===== config.mk =====
export PLATFORM = sky130hd
export DESIGN_NAME = keypad_scanner_flat
export DESIGN_NICKNAME = d
export VERILOG_FILES = /design/src/rtl/keypad_scanner_if.sv /design/src/rtl/keypad_scanner.sv /design/src/flat_wrapper.sv
export SDC_FILE = /design/constraint.sdc
export NUM_CORES = 1
export LEC_CHECK = 0
export CORE_ASPECT_RATIO = 0.9
export CORE_UTILIZATION = 25
export CTS_BUF_LIST = sky130_fd_sc_hd__clkbuf_8
export DETAILED_ROUTE_END_ITERATION = 10
export SLEW_MARGIN = 20
export SYNTH_ARGS = -nofsm -noshare
export SYNTH_HDL_FRONTEND = slang
export SYNTH_SLANG_ARGS = --single-unit

===== constraint.sdc =====
create_clock -name clk -period 2.9 [get_ports clk]
set_clock_uncertainty 0.1 [all_clocks]
set_input_delay 0.87 -clock clk [delete_from_list [all_inputs] [get_ports clk]]
set_output_delay 0.87 -clock clk [all_outputs]
set_load 0.1 [all_outputs]

===== src/rtl/keypad_scanner_if.sv =====
// keypad_scanner_if: keypad pins plus the digit-buffer / key-event bus.
// master: the scanner (drives key_col and all key/buffer outputs, takes key_row and clear).
// slave:  the board/CPU side (drives key_row and clear, observes everything else).
interface keypad_scanner_if;
    logic [3:0]  key_row;
    logic [3:0]  key_col;
    logic        clear;
    logic [31:0] input_data;
    logic [7:0]  input_valid;
    logic [3:0]  key_code;
    logic        key_strobe;
    logic        key_pressed;

    modport master (
        input  key_row, clear,
        output key_col, input_data, input_valid, key_code, key_strobe, key_pressed
    );

    modport slave (
        output key_row, clear,
        input  key_col, input_data, input_valid, key_code, key_strobe, key_pressed
    );
endinterface


===== src/rtl/keypad_scanner.sv =====
// keypad_scanner: 4x4 matrix keypad scanner with debounce and a hex digit buffer.
// Ports: clk (rising edge), rst (async active-low),
//        bus (keypad_scanner_if.master): key_row in (active-low rows), key_col out
//        (one-hot active-low), clear in, input_data/input_valid/key_code/key_strobe/key_pressed out.
// Optional feature: define KEYPAD_BACKSPACE_EN to make key code F delete the newest digit.
module keypad_scanner #(
    parameter int SCAN_DIV       = 250000,
    parameter int DEBOUNCE_SCANS = 4
) (
    input  logic clk,
    input  logic rst,
    keypad_scanner_if.master bus
);
    localparam int DW = $clog2(SCAN_DIV + 1);
    localparam logic [DW-1:0] DIV_MAX = DW'(SCAN_DIV - 1);
    localparam logic [3:0] DB_LAST = 4'(DEBOUNCE_SCANS - 1);

    typedef enum logic [1:0] {IDLE, DEBOUNCE, PRESSED, RELEASE} state_t;

    state_t        state;
    logic [DW-1:0] div;
    logic [3:0]    sync1, sync2, pat, cnt;
    logic [1:0]    col, row_idx;
    logic          tick;

    assign tick = div == DIV_MAX;

    // Lowest-numbered low row wins when several keys in one column are down.
    always_comb row_idx = !sync2[0] ? 2'd0 : !sync2[1] ? 2'd1 : !sync2[2] ? 2'd2 : 2'd3;

    always_ff @(posedge clk or negedge rst) begin
        if (!rst) begin
            state           <= IDLE;
            div             <= '0;
            sync1           <= 4'hF;
            sync2           <= 4'hF;
            pat             <= 4'hF;
            cnt             <= '0;
            col             <= '0;
            bus.key_col     <= 4'b1110;
            bus.input_data  <= '0;
            bus.input_valid <= '0;
            bus.key_code    <= '0;
            bus.key_strobe  <= 1'b0;
            bus.key_pressed <= 1'b0;
        end else begin
            div            <= tick ? '0 : div + 1'b1;
            sync1          <= bus.key_row;
            sync2          <= sync1;
            bus.key_strobe <= 1'b0;
            case (state)
                IDLE: if (tick) begin
                    // The column only moves on while the rows read idle, so a
                    // detected press is always attributed to the driven column.
                    if (sync2 != 4'hF) begin
                        state <= DEBOUNCE;
                        pat   <= sync2;
                        cnt   <= 4'd1;
                    end else begin
                        col         <= col + 2'd1;
                        bus.key_col <= ~(4'b1 << (col + 2'd1));
                    end
                end
                DEBOUNCE: if (tick) begin
                    if (sync2 == 4'hF)
                        state <= IDLE;
                    else if (sync2 == pat) begin
                        if (cnt >= DB_LAST) begin
                            state           <= PRESSED;
                            bus.key_strobe  <= 1'b1;
                            bus.key_code    <= {row_idx, col};
                            bus.key_pressed <= 1'b1;
                        end else
                            cnt <= cnt + 4'd1;
                    end else begin
                        pat <= sync2;
                        cnt <= 4'd1;
                    end
                end
                PRESSED: begin
                    state <= RELEASE;
                    cnt   <= '0;
`ifdef KEYPAD_BACKSPACE_EN
                    if (bus.key_code == 4'hF) begin
                        bus.input_data  <= {4'h0, bus.input_data[31:4]};
                        bus.input_valid <= {1'b0, bus.input_valid[7:1]};
                    end else begin
                        bus.input_data  <= {bus.input_data[27:0], bus.key_code};
                        bus.input_valid <= {bus.input_valid[6:0], 1'b1};
                    end
`else
                    bus.input_data  <= {bus.input_data[27:0], bus.key_code};
                    bus.input_valid <= {bus.input_valid[6:0], 1'b1};
`endif
                end
                RELEASE: if (tick) begin
                    if (sync2 != 4'hF)
                        cnt <= '0;
                    else if (cnt >= DB_LAST) begin
                        state           <= IDLE;
                        bus.key_pressed <= 1'b0;
                    end else
                        cnt <= cnt + 4'd1;
                end
                default: state <= IDLE;
            endcase
            // Placed last so a clear overrides a shift in the same cycle.
            if (bus.clear) begin
                bus.input_data  <= '0;
                bus.input_valid <= '0;
            end
        end
    end
endmodule

===== src/flat_wrapper.sv =====
// flat-port wrapper written by rule: the top's interface ports become plain ports
module keypad_scanner_flat 
#(
    parameter int SCAN_DIV       = 250000,
    parameter int DEBOUNCE_SCANS = 4
)
  (clk, rst, bus_key_row, bus_clear, bus_key_col, bus_input_data, bus_input_valid, bus_key_code, bus_key_strobe, bus_key_pressed);
  keypad_scanner_if bus_i ();
  input  logic clk;
  input  logic rst;
  input wire logic [$bits(bus_i.key_row)-1:0] bus_key_row;
  input wire logic [$bits(bus_i.clear)-1:0] bus_clear;
  output wire logic [$bits(bus_i.key_col)-1:0] bus_key_col;
  output wire logic [$bits(bus_i.input_data)-1:0] bus_input_data;
  output wire logic [$bits(bus_i.input_valid)-1:0] bus_input_valid;
  output wire logic [$bits(bus_i.key_code)-1:0] bus_key_code;
  output wire logic [$bits(bus_i.key_strobe)-1:0] bus_key_strobe;
  output wire logic [$bits(bus_i.key_pressed)-1:0] bus_key_pressed;
  assign bus_i.key_row = bus_key_row;
  assign bus_i.clear = bus_clear;
  assign bus_key_col = bus_i.key_col;
  assign bus_input_data = bus_i.input_data;
  assign bus_input_valid = bus_i.input_valid;
  assign bus_key_code = bus_i.key_code;
  assign bus_key_strobe = bus_i.key_strobe;
  assign bus_key_pressed = bus_i.key_pressed;
  keypad_scanner #(.SCAN_DIV(SCAN_DIV), .DEBOUNCE_SCANS(DEBOUNCE_SCANS)) u_core (.clk(clk), .rst(rst), .bus(bus_i));
endmodule

# After elaboration in Yosys (flattened, before gate mapping)
# Cells that the tools add are included.
# op_classes
n_addsub	3
n_eq_ne	19
n_mux	46
magnitude_cmp	1
bitwise_logic	3
shift	1
reduce_logical	10
# op_table
cell	count
32-bit 2-to-1 mux	2
4-bit 2-to-1 mux	13
2-bit 2-to-1 mux	11
18-bit by 1-bit adder with 18-bit output (second input constant)	1
18-bit == test (second input constant)	1
18-bit 2-to-1 mux	1
8-bit 2-to-1 mux	2
4-bit case mux with 4 select lines	1
8-bit AND reduction	2
2-bit by 1-bit inequality test with 1-bit output (second input constant)	7
1-bit 2-to-1 mux	13
5-bit AND reduction	2
2-bit case mux with 4 select lines	1
4-bit case mux with 2 select lines	1
2-bit inequality test (second input constant)	3
3-bit by 1-bit inequality test with 1-bit output (second input constant)	2
6-bit AND reduction	1
2-bit nonzero test	3
4-bit by 1-bit adder with 4-bit output (second input constant)	1
2-bit == test (second input constant)	2
4-bit == test	1
4-bit == test (second input constant)	1
4-bit by 2-bit greater-or-equal comparator with 1-bit output (second input constant)	1
4-bit inequality test (second input constant)	1
other kinds (8)	9
# word_totals
elab_cells	96
inputBits	7
regBits	88
output_inout_bits	50

# Logic depth before layout (Yosys ltp)
# Gate-level depths: netlist of run 1.
# logic_depth
ltp_word	6
depth_mapped	7
ltp_nobuf	6

# Worst setup path before layout of run 1
# OpenSTA, ideal clock, no wires.
# synth_path
path_type	reg-to-reg
startpoint	reg u_core.div[13]
endpoint	reg u_core.bus.key_code[0]
period_less_slack_ns	2.340
required_time_ns	2.674
path_buffers	0
setup_time_ns	0.126
t_arrival_ns	2.115
path_stages_with_launch	6
path_slack_ns	0.560
path_cell_list	dfrtp_1 > or4b_4 > nor4_4 > nand3_4 > or3_4 > mux2_4
# synth_via
elab_chain_cells	2
# synth_lines
element	line_no	source
start, declared	keypad_scanner.sv:21	logic [DW-1:0] div;
start signal, assigned	keypad_scanner.sv:47	div <= tick ? '0 : div + 1'b1;
18-bit == test	keypad_scanner.sv:26	assign tick = div == DIV_MAX;
5-bit AND reduction (no line)	n/a	
end signal, assigned	keypad_scanner.sv:71	bus.key_code <= {row_idx, col};
end, declared	keypad_scanner_if.sv:16	output key_col, input_data, input_valid, key_code, key_strobe, key_pressed
# Every way passes these cells.
# A chain may end at the register's enable or synchronous reset.

# Worst setup path after layout of run 1
# layout_path
startpoint	reg u_core.div[13]
endpoint	reg u_core.bus.key_code[1]
# Same word-level chain as after synthesis.

==> impl_metrics.yaml, run 1 <==
floorplanning:
  placementRows: 41
  fp.dieW_um: 129
  die_y_um: 116
  num_io_pins: 57
  core_um2: 14100
  start_util_pct: 25.7
  die-area_um2: 14900
route:
  viasPerCell: 4.52
  num_vias: 2430
  wire_per_inst_um: 13.4
  drc_errors: 0
  ant_nets: 0
  routed_wl_um: 7230
  dr.pass1.iters: 4
  first_iter_violations: 91
global_routing:
  grt_pass1_wl_um: 12200
  grtUsageTotal_pct: 10.5
  overflow: 0
  grt_max_degree: 49
  antenna_found_initial: 0
  grt_pass1_vias: 2400
worst_setup_path:
  cp-end-kind: "register"
  startpoint_type: "register"
  crit_chain: "or4b_4 -> nor4_4 -> nand3_4 -> or3_4 -> mux2_4"
  required_ps: 3050
  crit_fanout: 5
  cp.buffers_inverters: 0
  critical_path_class: "reg -> reg"
  cp_slowest_cell: "or4b_4"
  cpPeakStageDelay_ps: 560
  crit_family: "simple AND/OR/NAND/NOR gates"
  critPathArrivalTime_ps: 2620
placed_design:
  portBuffers: 56
  post-place-ws_ps: 434
  dpl.hpwl_um: 5100
  dp_cells: 522
  postPlaceCellArea_um2: 4290
  place_congestion: 0.809
final_layout:
  stdcell_area_um2: 4510
  area_growth_pct: 24.8
  utilization_pct: 32.1
  diodes: 0
  fillers: 1419
  fin_cells: 538
  fin_nets: 353
  drive_above_1_share_pct: 29.0
timing:
  tightest_slew_ps: 542
  maxSlewViolCount: 0
  report.final.hold_viol_count: 0
  tns_ps: 0
  fmax_mhz: 404
  relSlewSlack_pct: 63.5
  finalWorstSetupSlack_ps: 427
  rsz0062_at_grt: "no"
  period_share_pct: 85.3
  finalCriticalPeriod_ps: 2470
  setup_viol: 0
yosys:
  synth-simple-area-share_pct: 12.5
  ys_seq_elements: 88
  synth_top_area_share_pct: 50.6
  synth_xor_area_share_pct: 4.85
  syn_inst: 281
  synth_edf_count: 0
  ys.flop_type: "dfrtp_1"
  synth.distinct_cells: 45
  synth_top_cell_by_area: "dfrtp_1"
  synth_compound_area_share_pct: 13.9
  syn_area_per_cell_um2: 12.9
  synth_area_leaders: "dfrtp_1 (51%), dfstp_2 (11%), a22o_1 (9.5%)"
  seq_area_frac_synth_pct: 61.5
  synth_top_family_by_area: "compound AO/OA/AOI/OAI gates"
  synthMuxAreaShare_pct: 3.29
  synth_fp_nets: 294
  post_synth_fa_ha_maj_area_fraction_pct: 2.08
  async_reset_ff_share_pct: 100
  yosys_warnings: 0
  synthesis.area_um2: 3610
clocking:
  cts_setup_buffers: 0
  cts_tree: "done"
  cts.path.max_buffers: 2
  htreeDepth: 3
  clock_sinks: 88
  cts_hold_buffers: 0
  insertion_delay_ps: 360
  clkTransAtPathRegs_ps: 90
  cts_made_buffers: 9
  cts_resized: 0
  clk_root_buffer_cell: "clkbuf_8"
outcome:
  status: "completed"
power_and_ir_drop:
  p_per_area_nw_per_um2: 492
  irDropWorstVdd_mv: 0.206
  leakage_uw: 0.00207
run:
  drv_cap: 0
worst_hold_path:
  hp-class: "reg -> reg"
where the power goes:
group	switching [µW]	internal [µW]	leakage [µW]	total, µW
Clock	440	486	0.000110	926
Combinational	36.8	13.6	0.000795	50.3
Sequential	4.70	1240	0.00116	1240
Total	481	1740	0.00207	2220
cell families after synthesis:
group,Yosys count
and+or+nand+nor,75
DFF,88
AOI/OAI and AO/OA,64
buffers and inverters,18
adders and majority gates,6
muxes,10
xor gates and xnor gates,20
synthesized netlist by cell type, types with 6 or more instances:
cell and n:
xnor2_1 11, nor2_1 18, dfrtp_1 73, ha_1 6
nand4_1 6, xor2_1 9, clkbuf_1 10, o21ai_1 7
a22o_1 39, inv_1 7, nand2_1 14, nand3_1 10
dfstp_2 15
worst paths after layout:
check                                     start                      to  slack, ps  cells after the start
min in group asynchronous                   rst           u_core.div[3]        380                      1
worst min register to register  u_core.sync1[1]         u_core.sync2[1]        260                      0
worst max register to register   u_core.div[13]  u_core.bus.key_code[1]        430                      5
max in group asynchronous                   rst   u_core.bus.key_col[2]       1640                      2
worst min-delay path            u_core.sync1[1]         u_core.sync2[1]        260                      0
worst max-delay path             u_core.div[13]  u_core.bus.key_code[1]        430                      5
final cells by class:
class                   count  area (µm²)  share of cell area (%)
clock buffers               9         124                    2.75
inverters                   7        26.3                   0.583
flip-flops and latches     88        2220                    49.3
multi-input cells         175        1330                    29.5
repair buffers             59         468                    10.4
well taps                 193         241                    5.36
clock inverters             7        95.1                    2.11
sequential cells by signal, summed over array words and instances (netlist names), 4 cells and up, named ones only:
signal,count
u_core.bus.key_col,4
u_core.sync1,4
u_core.bus.input_data,32
u_core.div,18
u_core.pat,4
u_core.cnt,4
u_core.sync2,4
u_core.bus.key_code,4
u_core.bus.input_valid,8
per-stage QoR:
step	hold slack (ps)	power [µW]
after floorplan	245	1280
after global placement	248	1320
after detailed placement	249	1320
after CTS	262	2260
after global routing	268	2310
final	260	2220
cell usage in the layout, fill, tap and decap left out, types with 3 or more instances in the layout:
| master | netlist | routed |
|---|---|---|
| nand2_1 | 14 | 14 |
| o31ai_1 | 3 | 3 |
| o22ai_1 | 3 | 3 |
| a21oi_1 | 3 | 3 |
| nor3_1 | 5 | 4 |
| xor2_1 | 9 | 9 |
| a22o_1 | 39 | 39 |
| clkbuf_8 | 0 | 9 |
| buf_4 | 0 | 53 |
| clkdlybuf4s50_1 | 0 | 5 |
| and2_1 | 4 | 4 |
| nor4_1 | 3 | 3 |
| nand4_1 | 6 | 6 |
| nor2_1 | 18 | 17 |
| mux2_1 | 5 | 5 |
| o21ai_1 | 7 | 7 |
| ha_1 | 6 | 6 |
| dfstp_2 | 15 | 15 |
| dfrtp_1 | 73 | 73 |
| inv_1 | 7 | 7 |
| nand3_1 | 10 | 10 |
| xnor2_1 | 11 | 11 |
layer usage:
layer | GRT usage (%) | up-vias | share of wire (%)
met4 | 3.69 | 0 | 1.0
met5 | 0 | - | 0
met1 | 14.2 | 1222 | 49
li1 | - | 1142 | -
met2 | 15.8 | 58 | 45
met3 | 3.55 | 8 | 4.8
No activity file was read; power rests on OpenSTA's default activity.
==> run 2: changes to the inputs <==
CORE_ASPECT_RATIO = default   (was 0.9)
==> impl_metrics.yaml, run 2 (synthesis results as in run 1) <==
timing:
  tightest_slew_ps: 737
  setup_viol: 0
  finalCriticalPeriod_ps: 2470
  maxSlewViolCount: 0
  fmax_mhz: 405
  period_share_pct: 85.2
  tns_ps: 0
  report.final.hold_viol_count: 0
  rsz0062_at_grt: "no"
  relSlewSlack_pct: 50.8
worst_setup_path:
  critical_path_class: "reg -> reg"
  cp-end-kind: "register"
  crit_fanout: 5
  critPathArrivalTime_ps: 2620
  required_ps: 3050
  startpoint_type: "register"
worst_hold_path:
  hp-class: "reg -> reg"
clocking:
  htreeDepth: 3
  cts_setup_buffers: 0
  clk_root_buffer_cell: "clkbuf_8"
  cts_made_buffers: 9
  cts.path.max_buffers: 2
  insertion_delay_ps: 360
  cts_tree: "done"
  clock_sinks: 88
  cts_hold_buffers: 0
  cts_resized: 0
  clkTransAtPathRegs_ps: 90
route:
  wire_per_inst_um: 13.9
  dr.pass1.iters: 4
  routed_wl_um: 7280
  viasPerCell: 4.55
  drc_errors: 0
  ant_nets: 0
  num_vias: 2389
  first_iter_violations: 108
global_routing:
  grtUsageTotal_pct: 10.6
  grt_pass1_wl_um: 12200
  antenna_found_initial: 0
  grt_max_degree: 58
  grt_pass1_vias: 2409
  overflow: 0
power_and_ir_drop:
  irDropWorstVdd_mv: 0.233
  p_total_uw: 2070
  p_per_area_nw_per_um2: 465
  leakage_uw: 0.00205
final_layout:
  area_growth_pct: 23.3
  drive_above_1_share_pct: 29.0
  diodes: 0
  final_cell_mix: "dfrtp_1 (73), buf_4 (53), a22o_1 (39)"
  top_register: "u_core.bus.input_data"
  largest_registers: "u_core.bus.input_data (32), u_core.div (18), u_core.bus.input_valid (8)"
  final_common_cell: "dfrtp_1"
  largest_reg_flops: 32
  fin_nets: 353
floorplanning:
  start_util_pct: 25.8
  placementRows: 43
  fp.dieW_um: 122
  die_y_um: 122
  die-area_um2: 14900
  num_io_pins: 57
  core_um2: 14000
outcome:
  status: "completed"
placed_design:
  place_congestion: 0.838
  dpl.hpwl_um: 5070
  portBuffers: 56
run:
  drv_cap: 0
[run 2: cell count changes in the layout (fill, tap and decap cells not counted), sizes merged]
cell    previous run  this run
inv                8         9
clkinv             3         4
bufinv             2         0
[run 2: worst max-delay path, stage by stage (launching register included)]
cell and delay, ps:
dfrtp_1 440, or4b_4 560, nor4_4 420, nand3_4 150, or3_4 390, mux2_4 300
[run 2: final cells by class]
cell class	instances	area [µm²]
Clock buffer	9	124
Tap cell	180	225
Clock inverter	7	56.3
Fill cell	1411	9540
Timing Repair Buffer	59	468
Multi-Input combinational cell	175	1330
Inverter	7	26.3
Sequential cell	88	2220
[run 2: final timing paths]
| path | from | to | slack (ps) | cells after the start |
|---|---|---|---|---|
| max | u_core.div[13] | u_core.bus.key_code[0] | 430 | 5 |
| min | u_core.sync1[0] | u_core.sync2[0] | 260 | 0 |
| min reg2reg | u_core.sync1[0] | u_core.sync2[0] | 260 | 0 |
| max reg2reg | u_core.div[13] | u_core.bus.key_code[0] | 430 | 5 |
| max in group asynchronous | rst | u_core.bus.input_data[17] | 1620 | 2 |
| min in group asynchronous | rst | u_core.div[7] | 460 | 1 |
[run 2: layer usage]
metal  vias up  wire length, µm  GRT usage [%]
li1       1150                -              -
met1      1173             3480           14.0
met2        57             3290           15.8
met3         9              407           4.63
met4         0              102           2.90
met5         -                0              0
[run 2: report_power, final]
part           total (µW)  internal [µW]  switching, µW  leakage [µW]
clock                 778            320            458     0.0000902
sequential           1240           1240           4.40       0.00116
combinational        50.6           13.5           37.2      0.000795
total                2070           1570            499       0.00205
[run 2: stage by stage]
step                utilization [%]  area, µm²  cells  setup slack, ps  hold slack [ps]
detailed placement             30.5       4270    509              435              247
floorplan                         -       3610    281              560              245
global placement               30.5       4270    509              487              249
CTS                            31.8       4450    525              424              257
finish                         31.8       4450    525              428              255
global route                   31.8       4450    525              345              266
